**config.mk**
```make
export PLATFORM = sky130hd
export DESIGN_NAME = rxelencheck
export DESIGN_NICKNAME = d
export VERILOG_FILES = /design/src/rtl/rxelencheck_pkg.sv /design/src/rtl/satcount16.sv /design/src/rtl/rxelencheck.sv
export SDC_FILE = /design/constraint.sdc
export NUM_CORES = 1
export LEC_CHECK = 0
export BUFFER_PORTS_ARGS = -buffer_cell sky130_fd_sc_hd__buf_4
export CAP_MARGIN = 20
export CELL_PAD_IN_SITES_DETAIL_PLACEMENT = 0
export CELL_PAD_IN_SITES_GLOBAL_PLACEMENT = 1
export CORE_MARGIN = 8
export CORE_UTILIZATION = 47
export CTS_CLUSTER_DIAMETER = 200
export DETAILED_ROUTE_END_ITERATION = 8
export GPL_ROUTABILITY_DRIVEN = 0
export PLACE_DENSITY = 0.85
export SLEW_MARGIN = 20
export SYNTH_ARGS = -nofsm -noshare
export SYNTH_HDL_FRONTEND = slang
export SYNTH_SLANG_ARGS = --single-unit
```
**constraint.sdc**
```tcl
create_clock -name i_clk -period 6.2 [get_ports i_clk]
set_input_delay 1.55 -clock i_clk [delete_from_list [all_inputs] [get_ports i_clk]]
set_output_delay 1.55 -clock i_clk [all_outputs]
set_load 0.03 [all_outputs]
```
**src/rtl/rxelencheck_pkg.sv**
```systemverilog
// Shared Ethernet framing constants for the RX path, expressed in bytes and in
// MII nibbles, plus the width of the statistics counters.
package rxelencheck_pkg;

  localparam int ETH_MINBYTES   = 64;
  localparam int ETH_MAXBYTES   = 1518;
  localparam int ETH_MINNIBBLES = 2 * ETH_MINBYTES;
  localparam int ETH_MAXNIBBLES = 2 * ETH_MAXBYTES;
  localparam int STAT_W         = 16;

endpackage

```
**src/rtl/satcount16.sv**
```systemverilog
// 16-bit saturating event counter with synchronous clear (clear beats increment)
// and asynchronous active-low reset.
module satcount16
  import rxelencheck_pkg::*;
(
  input  logic              clk,
  input  logic              rst_n,
  input  logic              clr,
  input  logic              inc,
  output logic [STAT_W-1:0] count
);

  // NOTE: sequential state is written with non-blocking assignments only, so every
  // flop samples pre-edge values regardless of process evaluation order.
  always_ff @(posedge clk or negedge rst_n) begin
    if (!rst_n) begin
      count <= '0;
    end else if (clr) begin
      count <= '0;
    end else if (inc && (count != '1)) begin
      count <= count + STAT_W'(1);
    end
  end

endmodule

```
**src/rtl/rxelencheck.sv**
```systemverilog
// RX frame length policer: forwards beats with one i_ce of latency, truncates
// giants at the first excess beat, flags runts at end of frame, keeps statistics.
module rxelencheck
  import rxelencheck_pkg::*;
#(
  parameter int DW       = 4,
  parameter int MINBEATS = ETH_MINNIBBLES,
  parameter int MAXBEATS = ETH_MAXNIBBLES
) (
  input  logic              i_clk,
  input  logic              i_reset_n,
  input  logic              i_ce,
  input  logic              i_min_en,
  input  logic              i_max_en,
  input  logic              i_cancel,
  input  logic              i_v,
  input  logic [DW-1:0]     i_d,
  input  logic              i_clr_stats,
  output logic              o_v,
  output logic [DW-1:0]     o_d,
  output logic              o_err,
  output logic              o_done,
  output logic              o_runt,
  output logic              o_giant,
  output logic [STAT_W-1:0] o_nrunts,
  output logic [STAT_W-1:0] o_ngiants,
  output logic [STAT_W-1:0] o_nframes
);

  localparam int LGCNT = $clog2(MAXBEATS + 2);
  localparam logic [LGCNT-1:0] CNT_ONE = LGCNT'(1);
  localparam logic [LGCNT-1:0] CNT_MIN = LGCNT'(MINBEATS);
  localparam logic [LGCNT-1:0] CNT_MAX = LGCNT'(MAXBEATS);
  localparam logic [LGCNT-1:0] CNT_SAT = LGCNT'(MAXBEATS + 1);

  typedef enum logic [1:0] {IDLE, COUNT, GIANT, DROP} state_t;

  state_t          state, state_n;
  logic [LGCNT-1:0] count, count_n;
  logic            armed, armed_n;
  logic            v_n, err_n, done_n, runt_n, giant_n;
  logic [DW-1:0]   d_n;

  // armed stays low after reset until a low i_v beat is seen, so a frame that
  // straddles reset release is dropped rather than counted as a short frame.
  always_comb begin
    // NOTE: every value written here is defaulted first so no latch is inferred.
    state_n = state;
    count_n = count;
    armed_n = armed | ~i_v;
    v_n     = 1'b0;
    d_n     = o_d;
    err_n   = o_err;
    done_n  = 1'b0;
    runt_n  = 1'b0;
    giant_n = 1'b0;
    unique case (state)
      IDLE: begin
        if (i_v) begin
          if (i_cancel || !armed) begin
            state_n = DROP;
          end else begin
            state_n = COUNT;
            count_n = CNT_ONE;
            v_n     = 1'b1;
            d_n     = i_d;
          end
        end
      end
      COUNT: begin
        if (i_cancel) begin
          state_n = DROP;
          count_n = '0;
        end else if (i_v) begin
          if ((count == CNT_MAX) && i_max_en) begin
            state_n = GIANT;
            count_n = CNT_SAT;
            err_n   = 1'b1;
          end else begin
            if (count != CNT_SAT) count_n = count + CNT_ONE;
            v_n = 1'b1;
            d_n = i_d;
          end
        end else begin
          state_n = IDLE;
          count_n = '0;
          done_n  = 1'b1;
          runt_n  = i_min_en && (count < CNT_MIN);
        end
      end
      GIANT: begin
        if (i_cancel) begin
          state_n = DROP;
          count_n = '0;
          err_n   = 1'b0;
        end else if (!i_v) begin
          state_n = IDLE;
          count_n = '0;
          err_n   = 1'b0;
          done_n  = 1'b1;
          giant_n = 1'b1;
        end
      end
      DROP: begin
        count_n = '0;
        err_n   = 1'b0;
        if (!i_v && !i_cancel) state_n = IDLE;
      end
      default: state_n = IDLE;
    endcase
  end

  always_ff @(posedge i_clk or negedge i_reset_n) begin
    if (!i_reset_n) begin
      state   <= IDLE;
      count   <= '0;
      armed   <= 1'b0;
      o_v     <= 1'b0;
      o_d     <= '0;
      o_err   <= 1'b0;
      o_done  <= 1'b0;
      o_runt  <= 1'b0;
      o_giant <= 1'b0;
    end else if (i_ce) begin
      state   <= state_n;
      count   <= count_n;
      armed   <= armed_n;
      o_v     <= v_n;
      o_d     <= d_n;
      o_err   <= err_n;
      o_done  <= done_n;
      o_runt  <= runt_n;
      o_giant <= giant_n;
    end
  end

  // Statistics move on the same edge that raises o_done.
  logic inc_runt, inc_giant, inc_frame;
  assign inc_runt  = i_ce && done_n && runt_n;
  assign inc_giant = i_ce && done_n && giant_n;
  assign inc_frame = i_ce && done_n && !runt_n && !giant_n;

  satcount16 u_nrunts (
    .clk(i_clk), .rst_n(i_reset_n), .clr(i_clr_stats), .inc(inc_runt), .count(o_nrunts)
  );
  satcount16 u_ngiants (
    .clk(i_clk), .rst_n(i_reset_n), .clr(i_clr_stats), .inc(inc_giant), .count(o_ngiants)
  );
  satcount16 u_nframes (
    .clk(i_clk), .rst_n(i_reset_n), .clr(i_clr_stats), .inc(inc_frame), .count(o_nframes)
  );

endmodule

```
== Yosys cells after proc, flatten, opt, wreduce, memory -nomap -nowiden ==
Index checks and enable logic that the tools add are counted.

* Flip-flop bits (word level): 72
* Bits in latches: 0
* Memory bits (writable): 0
* ROM bits: 0
* Bits of input ports: 12
* Word-level logic and storage cells: 114
* Memories: 0

* Add/sub/neg operators: 4
* $mul: 0
* Divide/modulo/power cells: 0
* Magnitude comparators: 1
* Equal/unequal tests: 18
* Shifts and indexed selects: 0
* Multiplexer cells: 49
* Bitwise gates (word level): 2
* Reduce and logical (&&, ||, !) cells: 28

{| class="wikitable"
|+ Operators with widths
! operator !! number
|-
| $mux 12 || 8
|-
| $mux 16 || 6
|-
| $add 16x1->16 const B || 3
|-
| $ne 16x16->1 const B || 3
|-
| $pmux 12 s4 || 1
|-
| $mux 4 || 5
|-
| $mux 1 || 17
|-
| $mux 2 || 8
|-
| $ne 2x2->1 const B || 7
|-
| $add 12x1->12 const B || 1
|-
| $eq 12x12->1 const B || 1
|-
| $lt 12x8->1 const B || 1
|-
| $ne 12x12->1 const B || 1
|-
| $logic_and 1x1->1 || 11
|-
| $reduce_and 5->1 || 2
|-
| $pmux 2 s4 || 1
|-
| $pmux 4 s2 || 1
|-
| $reduce_bool 2->1 || 4
|-
| $reduce_and 7->1 || 1
|-
| $reduce_and 6->1 || 1
|-
| $logic_not 1->1 || 5
|-
| $ne 5x5->1 const B || 1
|-
| $eq 2x2->1 const B || 2
|-
| $ne 4x4->1 const B || 1
|-
| 10 further kinds || 10
|}

== Logic depth before layout (Yosys ltp) ==
Gate-level depths: netlist of the first run.

* Depth in word-level cells: 11
* Depth in mapped cells: 9

== Cells and area by module ==
Synthesis of the first run repeated with hierarchy kept, for this count alone.

* Cells, all modules: 460
* Area, all modules: 4425.5 um^2

{| class="wikitable"
|+ By module, submodules not included
! module !! instances !! cells an instance !! area each (um^2)
|-
| satcount16 at u_nframes ... || 2 || 98 || 942.2
|-
| rxelencheck || 1 || 170 || 1610.3
|-
| satcount16 at u_nrunts || 1 || 94 || 930.9
|}

== Worst setup path after synthesis of the first run ==
OpenSTA, ideal clock, no wires.

* Path type: input to register
* From: input port i_cancel
* To: register count[11]
* Arrival: 2.899 ns
* Data required time: 6.117 ns
* Path slack: 3.219 ns
* Stages on the path: 6
* Buffers on the path: 1
* Path through: buf_4 nand3b_4 a221oi_4 o21ai_2 or4_1 o21ai_0

* Word-level cells in the longest chain between the ends: 3

{| class="wikitable"
|+ Ends and longest elaborated chain
! element !! line !! RTL
|-
| start, declared || rxelencheck.sv:15 || <nowiki>input logic i_cancel,</nowiki>
|-
| $logic_or 1x1->1 || rxelencheck.sv:60 || <nowiki>if (i_cancel || !armed) begin</nowiki>
|-
| $ne 2x2->1 (no source line) || - ||
|-
| $reduce_and 5->1 (no source line) || - ||
|-
| end signal, assigned || rxelencheck.sv:126 || <nowiki>count <= count_n;</nowiki>
|-
| end, declared || rxelencheck.sv:39 || <nowiki>logic [LGCNT-1:0] count, count_n;</nowiki>
|}

Parallel ways exist; a longest one is shown, timed or not.
A chain may end at the register's enable or synchronous reset.

== Worst setup path after layout of the first run ==
* From: input port i_v
* To: register count[11]

* Word-level cells in the longest chain between the ends: 3

{| class="wikitable"
|+ Ends and longest elaborated chain
! element !! line !! RTL
|-
| start, declared || rxelencheck.sv:16 || <nowiki>input logic i_v,</nowiki>
|-
| $mux 12 || rxelencheck.sv:74 || <nowiki>end else if (i_v) begin</nowiki>
|-
| $mux 12 || rxelencheck.sv:71 || <nowiki>if (i_cancel) begin</nowiki>
|-
| $pmux 12 s4 || rxelencheck.sv:57 || <nowiki>unique case (state)</nowiki>
|}

Parallel ways exist; a longest one is shown, timed or not.

==> flow_summary_export.csv, run 1 <==
group,metric,value,unit
sta,fin_crit_sh,45.9,%
clocking,cts_tree,"yes",
route,drtIter0Drc,200,
placement,placed_cells,601,
route,avgViaCountPerCell,5.76,
floorplanning,ioPinCount,69,
route,avgRoutedWirePerCell,16.0,µm
logic_synthesis,synth_cell_type_count,62,
clocking,ctsHoldBuffers,0,
sta,rsz0062_at_grt,"false",
critical_path,cp_max_fo,10,
route,vias,3553,
placement,dp_hpwl,6900,µm
grt,grt-ovfl-total,0,
logic_synthesis,yosys.area_share.xor_xnor,6.77,%
sta,drv_slew,0,
logic_synthesis,synth_nets,460,
flow_run,max-cap-violations,0,
power,pwr_density_cell,248,mW/mm²
grt,grt_pass1_vias,3417,
finish,final_net_count,526,
floorplanning,coreArea,0.00864,mm²
sta,setup_tns,0,ns
route,wirelength,9880,µm
critical_path,reg2reg_depth,7,
power,switching_power,0.414,mW
grt,grt_pass1_wl,16600,µm
finish,design_area,0.00492,mm²
floorplanning,rows,34,
min_path,hold_class,"flop to flop",
logic_synthesis,async_flop_share,100,%
logic_synthesis,seq_area_frac_synth,43.5,%
logic_synthesis,synth_ff_type,"dfrtp_1",
clocking,cts_max_level,3,
logic_synthesis,netlist_area,0.00414,mm²
critical_path,path_class,"input port to flop",
grt,grt.total_usage,17.1,%
finish,drive_gt1_share,22.6,%
floorplanning,start_util,47.9,%
power,p_total,1.22,mW
clocking,clk_pin_slew_worst_paths,0.09,ns
power,p_leak,2.10,nW
clocking,cts.sinks,72,
grt,grt_max_degree,73,
finish,final_common_cell,"dfrtp_1",
logic_synthesis,synth_compound_area_share,11.4,%
logic_synthesis,synth_area_leaders,"dfrtp_1 44%, nor2_1 5.2%, xnor2_1 5.1%",
floorplanning,die_h,110,µm
clocking,clk_latency,0.35,ns
grt,antenna_found_initial,0,
sta,finalSetupViolations,0,
clocking,cts_made_buffers,9,
logic_synthesis,synth_fa_ha_area_share,3.02,%
run_status,outcome,"completed",
logic_synthesis,synth_edf_count,0,
min_path,min_path_cells,1,
clocking,cts-resized-gates,0,
logic_synthesis,synth.mux.area_fraction,2.93,%
logic_synthesis,synthDominantCellAreaShare,43.5,%
logic_synthesis,synth_top_family_by_area,"simple AND/OR/NAND/NOR gates",
logic_synthesis,synth-simple-area-share,29.5,%
power,pwr-share-clk,30.7,%
finish,n_antenna_cell,0,
critical_path,end_kind,"flop",
route,dr.pass1.iters,4,
finish,area_growth,18.9,%
finish,layout_common_cells,"72 x dfrtp_1, 69 x buf_4, 57 x nor2_1",
critical_path,critPathLaunchType,"input port",
power,peakVddDrop,0.132,mV
route,route.detailed.drc,0,
sta,tightestPinTransition,0.911,ns
power,intPower,0.805,mW
power,swShare,34.0,%
logic_synthesis,yosys_register_bits,72,
finish,final_cells,617,
logic_synthesis,syn_inst,438,
floorplanning,die_w,110,µm
clocking,clock-root-buffer,"clkbuf_8",
clocking,cts_setup_buffers,0,
floorplanning,die_area,0.0121,mm²
placement,io_buffers,68,
sta,period_minus_slack,2.84,ns
sta,skew,0.0112,ns
sta,hold_violations,0,
route,final_antenna_net_count,0,
logic_synthesis,syn_area_per_cell,9.45,µm²
power,p_seq_share,43.2,%
logic_synthesis,synth_top_area_cell,"dfrtp_1",
clocking,cts_buffer_depth,2,
sta,slew_headroom,39.2,%
sta,fmax,0.352,GHz
placement,dpl_cell_area,0.00473,mm²
logic_synthesis,synth_warnings,0,
power,power_frac_comb,26.1,%
critical_path,worst_ep_required_time,6.47,ns
critical_path,worstPathArrival,3.12,ns
==> layout make-up <==
| type | count | area (µm²) |
|---|---|---|
| clock inverter | 7 | 72.6 |
| tap | 108 | 135 |
| fill | 796 | 3710 |
| multi-input combinational | 338 | 2220 |
| inverter | 14 | 52.6 |
| clock buffer | 9 | 124 |
| sequential | 72 | 1800 |
| timing repair buffer | 69 | 518 |
==> registers in the layout, indices dropped and copies added (netlist names) <==
register / cells
u_ngiants.count: 16
o_d: 4
o_runt: 1
u_nrunts.count: 16
armed: 1
o_giant: 1
state: 2
o_v: 1
o_done: 1
count: 12
u_nframes.count: 16
o_err: 1
==> routing by layer <==
metal | GRT usage [%] | routed length (µm)
met2 | 25.3 | 4450
met1 | 23.3 | 4660
met5 | 0 | 0
met4 | 5.50 | 111
met3 | 5.10 | 658
==> power by group through the flow <==
stage	clock network [mW]	logic (mW)	registers, mW
floorplan	0	0.191	0.570
global placement	0	0.320	0.534
detailed placement	0	0.320	0.536
CTS	0.385	0.322	0.527
global route	0.405	0.351	0.532
finish	0.374	0.319	0.527
==> Yosys cell counts, drive strengths merged, types with 3 or more instances <==
cell type	n
xnor2	24
and2	3
inv	14
o21ai	28
buf	5
nand3	20
mux2	9
clkbuf	9
nand4	29
nand3b	3
nor3	14
nand2	27
ha	10
and4	4
a21oi	25
nor2b	4
nor4	7
nor2	59
nor4b	4
dfrtp	72
or4	4
a31oi	3
nor3b	6
or3	11
and3	7
o31ai	5
xor2	8
==> worst max-delay path: stages <==
cell and delay [ns]:
buf_4 0.15, nor2b_4 0.16, a221oi_4 0.45, o21ai_2 0.19, or4_1 0.52, o21ai_0 0.09
==> path summary, 6_finish.rpt <==
path	startpoint	endpoint	slack (ns)
setup / recovery	i_v	count[11]$_DFFE_PN0P_	3.36
setup reg to reg	state[1]$_DFFE_PN0P_	u_nframes.count[8]$_DFFE_PN0P_	3.87
hold / removal	o_d[2]$_DFFE_PN0P_	o_d[2]$_DFFE_PN0P_	0.51
min in group asynchronous	i_reset_n	count[1]$_DFFE_PN0P_	1.33
hold reg to reg	o_d[2]$_DFFE_PN0P_	o_d[2]$_DFFE_PN0P_	0.51
max in group asynchronous	i_reset_n	state[1]$_DFFE_PN0P_	4.29
==> per-stage QoR <==
step	worst slack [ns]	utilization (%)	hold WS [ns]
detailed placement	3.03	54.7	0.499
global placement	3.06	54.7	0.491
CTS	3.38	57.0	0.521
floorplan	3.22	-	0.491
finish	3.36	57.0	0.513
global route	3.27	57.0	0.537
==> logic make-up (layout without fill, tap and decap cells) <==
group	after synthesis	count (layout)
mux	11	11
fa+ha+maj	10	10
simple gates	211	211
flops	72	72
buf+inv	28	99
xor+xnor	32	32
compound gates	74	74
No activity file was read; power rests on OpenSTA's default activity.
==> run 2: changes to the inputs <==
--- a/config.mk
+++ b/config.mk
@@ -10,11 +10,11 @@
 export CELL_PAD_IN_SITES_DETAIL_PLACEMENT = 0
 export CELL_PAD_IN_SITES_GLOBAL_PLACEMENT = 1
 export CORE_MARGIN = 8
-export CORE_UTILIZATION = 47
+export CORE_UTILIZATION = 43
 export CTS_CLUSTER_DIAMETER = 200
 export DETAILED_ROUTE_END_ITERATION = 8
 export GPL_ROUTABILITY_DRIVEN = 0
-export PLACE_DENSITY = 0.85
+export PLACE_DENSITY = 0.79
 export SLEW_MARGIN = 20
 export SYNTH_ARGS = -nofsm -noshare
 export SYNTH_HDL_FRONTEND = slang
==> constraint.sdc (replaced) <==
create_clock -name i_clk -period 2.7 [get_ports i_clk]
set_input_delay 0.675 -clock i_clk [delete_from_list [all_inputs] [get_ports i_clk]]
set_output_delay 0.675 -clock i_clk [all_outputs]
set_load 0.03 [all_outputs]
==> run 2 against run 1 <==
Global-route usage is 0.68 points lower. Core utilization shrank 4.5 points. Highest routed layer unchanged. Die area is 7.9% higher. Sequential power is 130% higher.
==> flow_summary_export.csv, run 2 (synthesized netlist as in run 1, its figures left out) <==
group,metric,value,unit
grt,grt_pass1_vias,3651,
route,vias,3518,
critical_path,timing.rr.start,"count[7]$_DFFE_PN0P_",
critical_path,end_kind,"flop",
floorplanning,rows,36,
finish,final_net_count,531,
finish,design_area,0.00501,mm²
floorplanning,start_util,43.4,%
route,wirelength,9970,µm
sta,tightestPinTransition,0.901,ns
floorplanning,die_w,114,µm
floorplanning,die_h,114,µm
clocking,clock-root-buffer,"clkbuf_8",
clocking,cts_setup_buffers,0,
clocking,cts_tree,"yes",
sta,rsz0062_at_grt,"false",
route,drtIter0Drc,167,
grt,grt.total_usage,16.4,%
critical_path,worstPathArrival,2.51,ns
finish,final_common_cell,"buf_4",
power,pwr_density_cell,575,mW/mm²
critical_path,reg2reg_depth,5,
critical_path,path_class,"flop to flop",
clocking,cts_made_buffers,9,
route,route.detailed.drc,0,
sta,hold_violations,0,
clocking,cts_buffer_depth,2,
power,peakVddDrop,0.249,mV
sta,slew_headroom,39.9,%
route,final_antenna_net_count,0,
floorplanning,ioPinCount,69,
run_status,outcome,"completed",
finish,drive_gt1_share,23.3,%
min_path,hold_class,"input port to async pin",
sta,drv_slew,0,
placement,io_buffers,68,
critical_path,startpoint,"count[7]$_DFFE_PN0P_",
finish,area_growth,21.0,%
grt,antenna_found_initial,0,
clocking,cts_max_level,3,
grt,grt_pass1_wl,17400,µm
clocking,clk_pin_slew_worst_paths,0.07,ns
grt,grt-ovfl-total,0,
clocking,cts.sinks,72,
critical_path,critPathLaunchType,"flop",
route,avgRoutedWirePerCell,15.4,µm
critical_path,r2r_slack,0.43,ns
clocking,ctsHoldBuffers,0,
power,p_leak,2.14,nW
sta,finalSetupViolations,0,
sta,fmax,0.441,GHz
finish,n_antenna_cell,0,
flow_run,max-cap-violations,0,
grt,grt_max_degree,73,
critical_path,worst_ep_required_time,2.94,ns
finish,layout_common_cells,"74 x buf_4, 72 x dfrtp_1, 57 x nor2_1",
floorplanning,die_area,0.0130,mm²
placement,dpl_cell_area,0.00479,mm²
sta,worst_slack,0.433,ns
route,avgViaCountPerCell,5.44,
sta,skew,0.00918,ns
critical_path,regToRegEndpoint,"state[1]$_DFFE_PN0P_",
clocking,clk_latency,0.36,ns
placement,post-place-ws,0.403,ns
floorplanning,coreArea,0.00955,mm²
finish,top_regs,"u_nframes.count (16), u_ngiants.count (16), u_nrunts.count (16)",
placement,dp_hpwl,7050,µm
route,dr.pass1.iters,4,
clocking,cts-resized-gates,0,
sta,fin_crit_sh,84.0,%
sta,setup_tns,0,ns
critical_path,cp_max_fo,12,
sta,period_minus_slack,2.27,ns
-- run 2: routing by layer --
layer  GRT usage, %  vias up  wire, µm
li1               -     1731         -
met1           20.5     1695      4650
met2           25.5       74      4620
met3           3.96       18       463
met4           9.05        0       237
met5              0        -         0
-- run 2: worst max-delay path: stages (launching register included) --
cell and delay, ns:
dfrtp_1 0.48, and4_1 0.33, and4b_1 0.47, nor2_2 0.14, a2111oi_4 0.36, mux2_2 0.38
-- run 2: layout make-up --
class	count	area (µm²)
fill	914	4540
multi-input combinational	338	2220
sequential	72	1800
timing repair buffer	74	556
tap	133	166
clock buffer	12	165
inverter	14	52.6
clock inverter	4	51.3
-- run 2: how the worst max path moves through the flow --
| stage | to |
|---|---|
| final | state[1]$_DFFE_PN0P_ |
| after CTS | state[1]$_DFFE_PN0P_ |
| after global routing | state[1]$_DFFE_PN0P_ |
| after global placement | state[1]$_DFFE_PN0P_ |
| after floorplan | u_nframes.count[8]$_DFFE_PN0P_ |
| after detailed placement | state[1]$_DFFE_PN0P_ |
-- run 2: where the power goes --
group	switching [mW]	total, mW	internal [mW]	leakage, nW
Sequential	0.0595	1.21	1.15	0.983
Combinational	0.466	0.751	0.285	1.05
Clock	0.420	0.922	0.502	0.109
Total	0.945	2.88	1.94	2.14
-- run 2: per-stage QoR --
stage | utilization [%] | cells | hold slack (ns) | power (mW)
after floorplan | - | 438 | 0.379 | 1.75
after global placement | 50.2 | 631 | 0.488 | 1.97
after detailed placement | 50.2 | 631 | 0.500 | 1.98
after CTS | 52.5 | 647 | 0.475 | 2.93
after global routing | 52.5 | 647 | 0.527 | 3.05
final | 52.5 | 647 | 0.455 | 2.88
==> run 3: changes to the inputs <==
--- a/config.mk
+++ b/config.mk
@@ -10,11 +10,11 @@
 export CELL_PAD_IN_SITES_DETAIL_PLACEMENT = 0
 export CELL_PAD_IN_SITES_GLOBAL_PLACEMENT = 1
 export CORE_MARGIN = 8
-export CORE_UTILIZATION = 43
+export CORE_UTILIZATION = 39
 export CTS_CLUSTER_DIAMETER = 200
 export DETAILED_ROUTE_END_ITERATION = 8
 export GPL_ROUTABILITY_DRIVEN = 0
-export PLACE_DENSITY = 0.79
+export PLACE_DENSITY = 0.75
 export SLEW_MARGIN = 20
 export SYNTH_ARGS = -nofsm -noshare
 export SYNTH_HDL_FRONTEND = slang
==> constraint.sdc (replaced) <==
create_clock -name i_clk -period 1.9 [get_ports i_clk]
set_input_delay 0.475 -clock i_clk [delete_from_list [all_inputs] [get_ports i_clk]]
set_output_delay 0.475 -clock i_clk [all_outputs]
set_load 0.03 [all_outputs]
==> run 3 against run 2 <==
The run now ends with negative setup slack left. First-iteration DRC count up 23%. Global-route usage rose by 0.18 points. Fmax rose by 16%. Wire length grew 19%. Sequential cell count unchanged. Total power grew 56%. Critical path depth is 2 higher. Non-clock buffer count is 92 higher. Worst hold slack worse by 0.40 ns. Critical path type unchanged. Largest cell class unchanged. Highest routed layer unchanged.
==> flow_summary_export.csv, run 3 (synthesized netlist as in run 1, its figures left out) <==
group,metric,value,unit
run_status,outcome,"finished with violations",
run_status,violations,"negative setup slack",
finish,final_net_count,623,
sta,drv_slew,0,
sta,fmax,0.513,GHz
critical_path,r2r_slack,-0.05,ns
critical_path,critPathLaunchType,"flop",
finish,layout_common_cells,"155 x buf_4, 59 x dfrtp_1, 54 x nor2_1",
finish,final_common_cell,"buf_4",
route,dr.pass1.iters,4,
sta,finalSetupViolations,5,
placement,dp_hpwl,8380,µm
placement,post-place-ws,-0.0917,ns
grt,grt.total_usage,16.6,%
clocking,cts_made_buffers,9,
finish,n_antenna_cell,0,
power,p_leak,2.67,nW
critical_path,path_class,"flop to flop",
critical_path,regToRegEndpoint,"u_nframes.count[8]$_DFFE_PN0P_",
clocking,clock-root-buffer,"clkbuf_8",
route,drtIter0Drc,205,
placement,dpl_cell_area,0.00534,mm²
critical_path,crit_chain,"inv_2 > ha_4 > nand4bb_4 > nor2_4 > nand3_4 > or3_4 > mux2_2",
sta,worst_slack,-0.0495,ns
clocking,clk_pin_slew_worst_paths,0.08,ns
placement,io_buffers,68,
floorplanning,die_h,119,µm
route,wirelength,11800,µm
finish,area_growth,47.6,%
critical_path,worstPathArrival,2.18,ns
critical_path,timing.rr.start,"state[0]$_DFFE_PN0P_",
route,avgRoutedWirePerCell,16.0,µm
clocking,clk_latency,0.35,ns
sta,period_minus_slack,1.95,ns
critical_path,crit_cells,7,
grt,grt_pass1_wl,19500,µm
sta,rsz0062_at_grt,"true",
flow_run,max-cap-violations,0,
clocking,ctsHoldBuffers,0,
critical_path,max_stage_delay,0.36,ns
sta,fin_crit_sh,103,%
route,vias,3941,
critical_path,cp_max_fo,4,
floorplanning,ioPinCount,69,
route,final_antenna_net_count,0,
sta,slew_headroom,70.4,%
critical_path,end_kind,"flop",
min_path,hold_class,"input port to async pin",
floorplanning,die_area,0.0142,mm²
critical_path,worst_ep_required_time,2.13,ns
grt,grt-ovfl-total,0,
critical_path,cp_top_family,"simple AND/OR/NAND/NOR gates",
sta,hold_violations,0,
floorplanning,die_w,119,µm
route,avgViaCountPerCell,5.31,
finish,top_regs,"u_nframes.count (16), u_ngiants.count (16), u_nrunts.count (16)",
sta,tightestPinTransition,0.442,ns
power,peakVddDrop,0.350,mV
sta,skew,0.0118,ns
clocking,cts_tree,"yes",
critical_path,slowest_stage,"dfrtp_1",
grt,antenna_found_initial,0,
finish,drive_gt1_share,45.2,%
floorplanning,coreArea,0.0103,mm²
floorplanning,start_util,40.1,%
clocking,cts_max_level,3,
finish,design_area,0.00611,mm²
grt,grt_max_degree,39,
grt,grt_pass1_vias,3980,
power,pwr_density_cell,738,mW/mm²
clocking,cts.sinks,72,
critical_path,worst-path-buf-inv,1,
floorplanning,rows,37,
critical_path,reg2reg_depth,7,
clocking,cts_buffer_depth,2,
route,route.detailed.drc,0,
==> run 3: cell count changes in the layout (fill, tap and decap cells not counted), sizes merged <==
cell      delta
clkbuf       +3
clkinvlp     -1
clkinv       -1
bufinv       -1
buf         +92
==> run 3: layout make-up <==
| type | instances | area (µm²) |
|---|---|---|
| Clock buffer | 15 | 156 |
| Clock inverter | 1 | 5.00 |
| Fill cell | 896 | 4210 |
| Inverter | 14 | 52.6 |
| Multi-Input combinational cell | 338 | 2600 |
| Sequential cell | 72 | 1820 |
| Tap cell | 136 | 170 |
| Timing Repair Buffer | 166 | 1310 |
==> run 3: worst register-to-register path, stage by stage, from the launching register on <==
cell and delay [ns]:
dfrtp_1 0.36, inv_2 0.06, ha_4 0.28, nand4bb_4 0.17, nor2_4 0.25, nand3_4 0.10
or3_4 0.35, mux2_2 0.28
==> run 3: where the power goes <==
group / total, mW / internal (mW) / switching [mW]
Combinational: 1.74 / 0.852 / 0.885
Sequential: 1.70 / 1.64 / 0.0654
Clock: 1.07 / 0.512 / 0.559
Total: 4.51 / 3.00 / 1.51
==> run 3: per-layer routing <==
| layer | routed length, µm | vias to the layer above | track usage, % |
|---|---|---|---|
| met5 | 0 | - | 0 |
| met4 | 99 | 0 | 5.06 |
| met3 | 533 | 7 | 4.30 |
| met2 | 6010 | 88 | 28.4 |
| met1 | 5190 | 1936 | 19.9 |
| li1 | - | 1910 | - |
==> run 3: through the flow <==
step	utilization [%]	total power [mW]	TNS, ns	instances	hold slack (ns)
global route	59.2	4.77	-2.53	742	0.0686
detailed placement	51.7	3.10	-0.671	699	0.445
global placement	51.7	3.06	-0.0467	699	0.447
floorplan	-	2.49	-0.104	438	0.179
CTS	54.4	4.31	-0.0456	719	0.0595
finish	59.2	4.51	-0.138	742	0.0542
==> run 3: worst max path at each step <==
stage / from / end / slack (ns)
final: state[0]$_DFFE_PN0P_ / u_nframes.count[8]$_DFFE_PN0P_ / -0.05
after global routing: state[0]$_DFFE_PN0P_ / u_nframes.count[11]$_DFFE_PN0P_ / -0.13
after CTS: state[0]$_DFFE_PN0P_ / u_nframes.count[4]$_DFFE_PN0P_ / -0.02
after detailed placement: state[0]$_DFFE_PN0P_ / u_nrunts.count[7]$_DFFE_PN0P_ / -0.09
after global placement: state[0]$_DFFE_PN0P_ / u_nrunts.count[8]$_DFFE_PN0P_ / -0.03
after floorplan: u_nframes.count[8]$_DFFE_PN0P_ / u_nframes.count[8]$_DFFE_PN0P_ / -0.10
==> run 3: what timing repair did <==
| item | CTS | global route |
|---|---|---|
| endpoints found under the setup margin | 27 | 61 |
| buffers inserted | 4 | 23 |
| pin swaps | 12 | 33 |
| resized for setup | 20 | 75 |
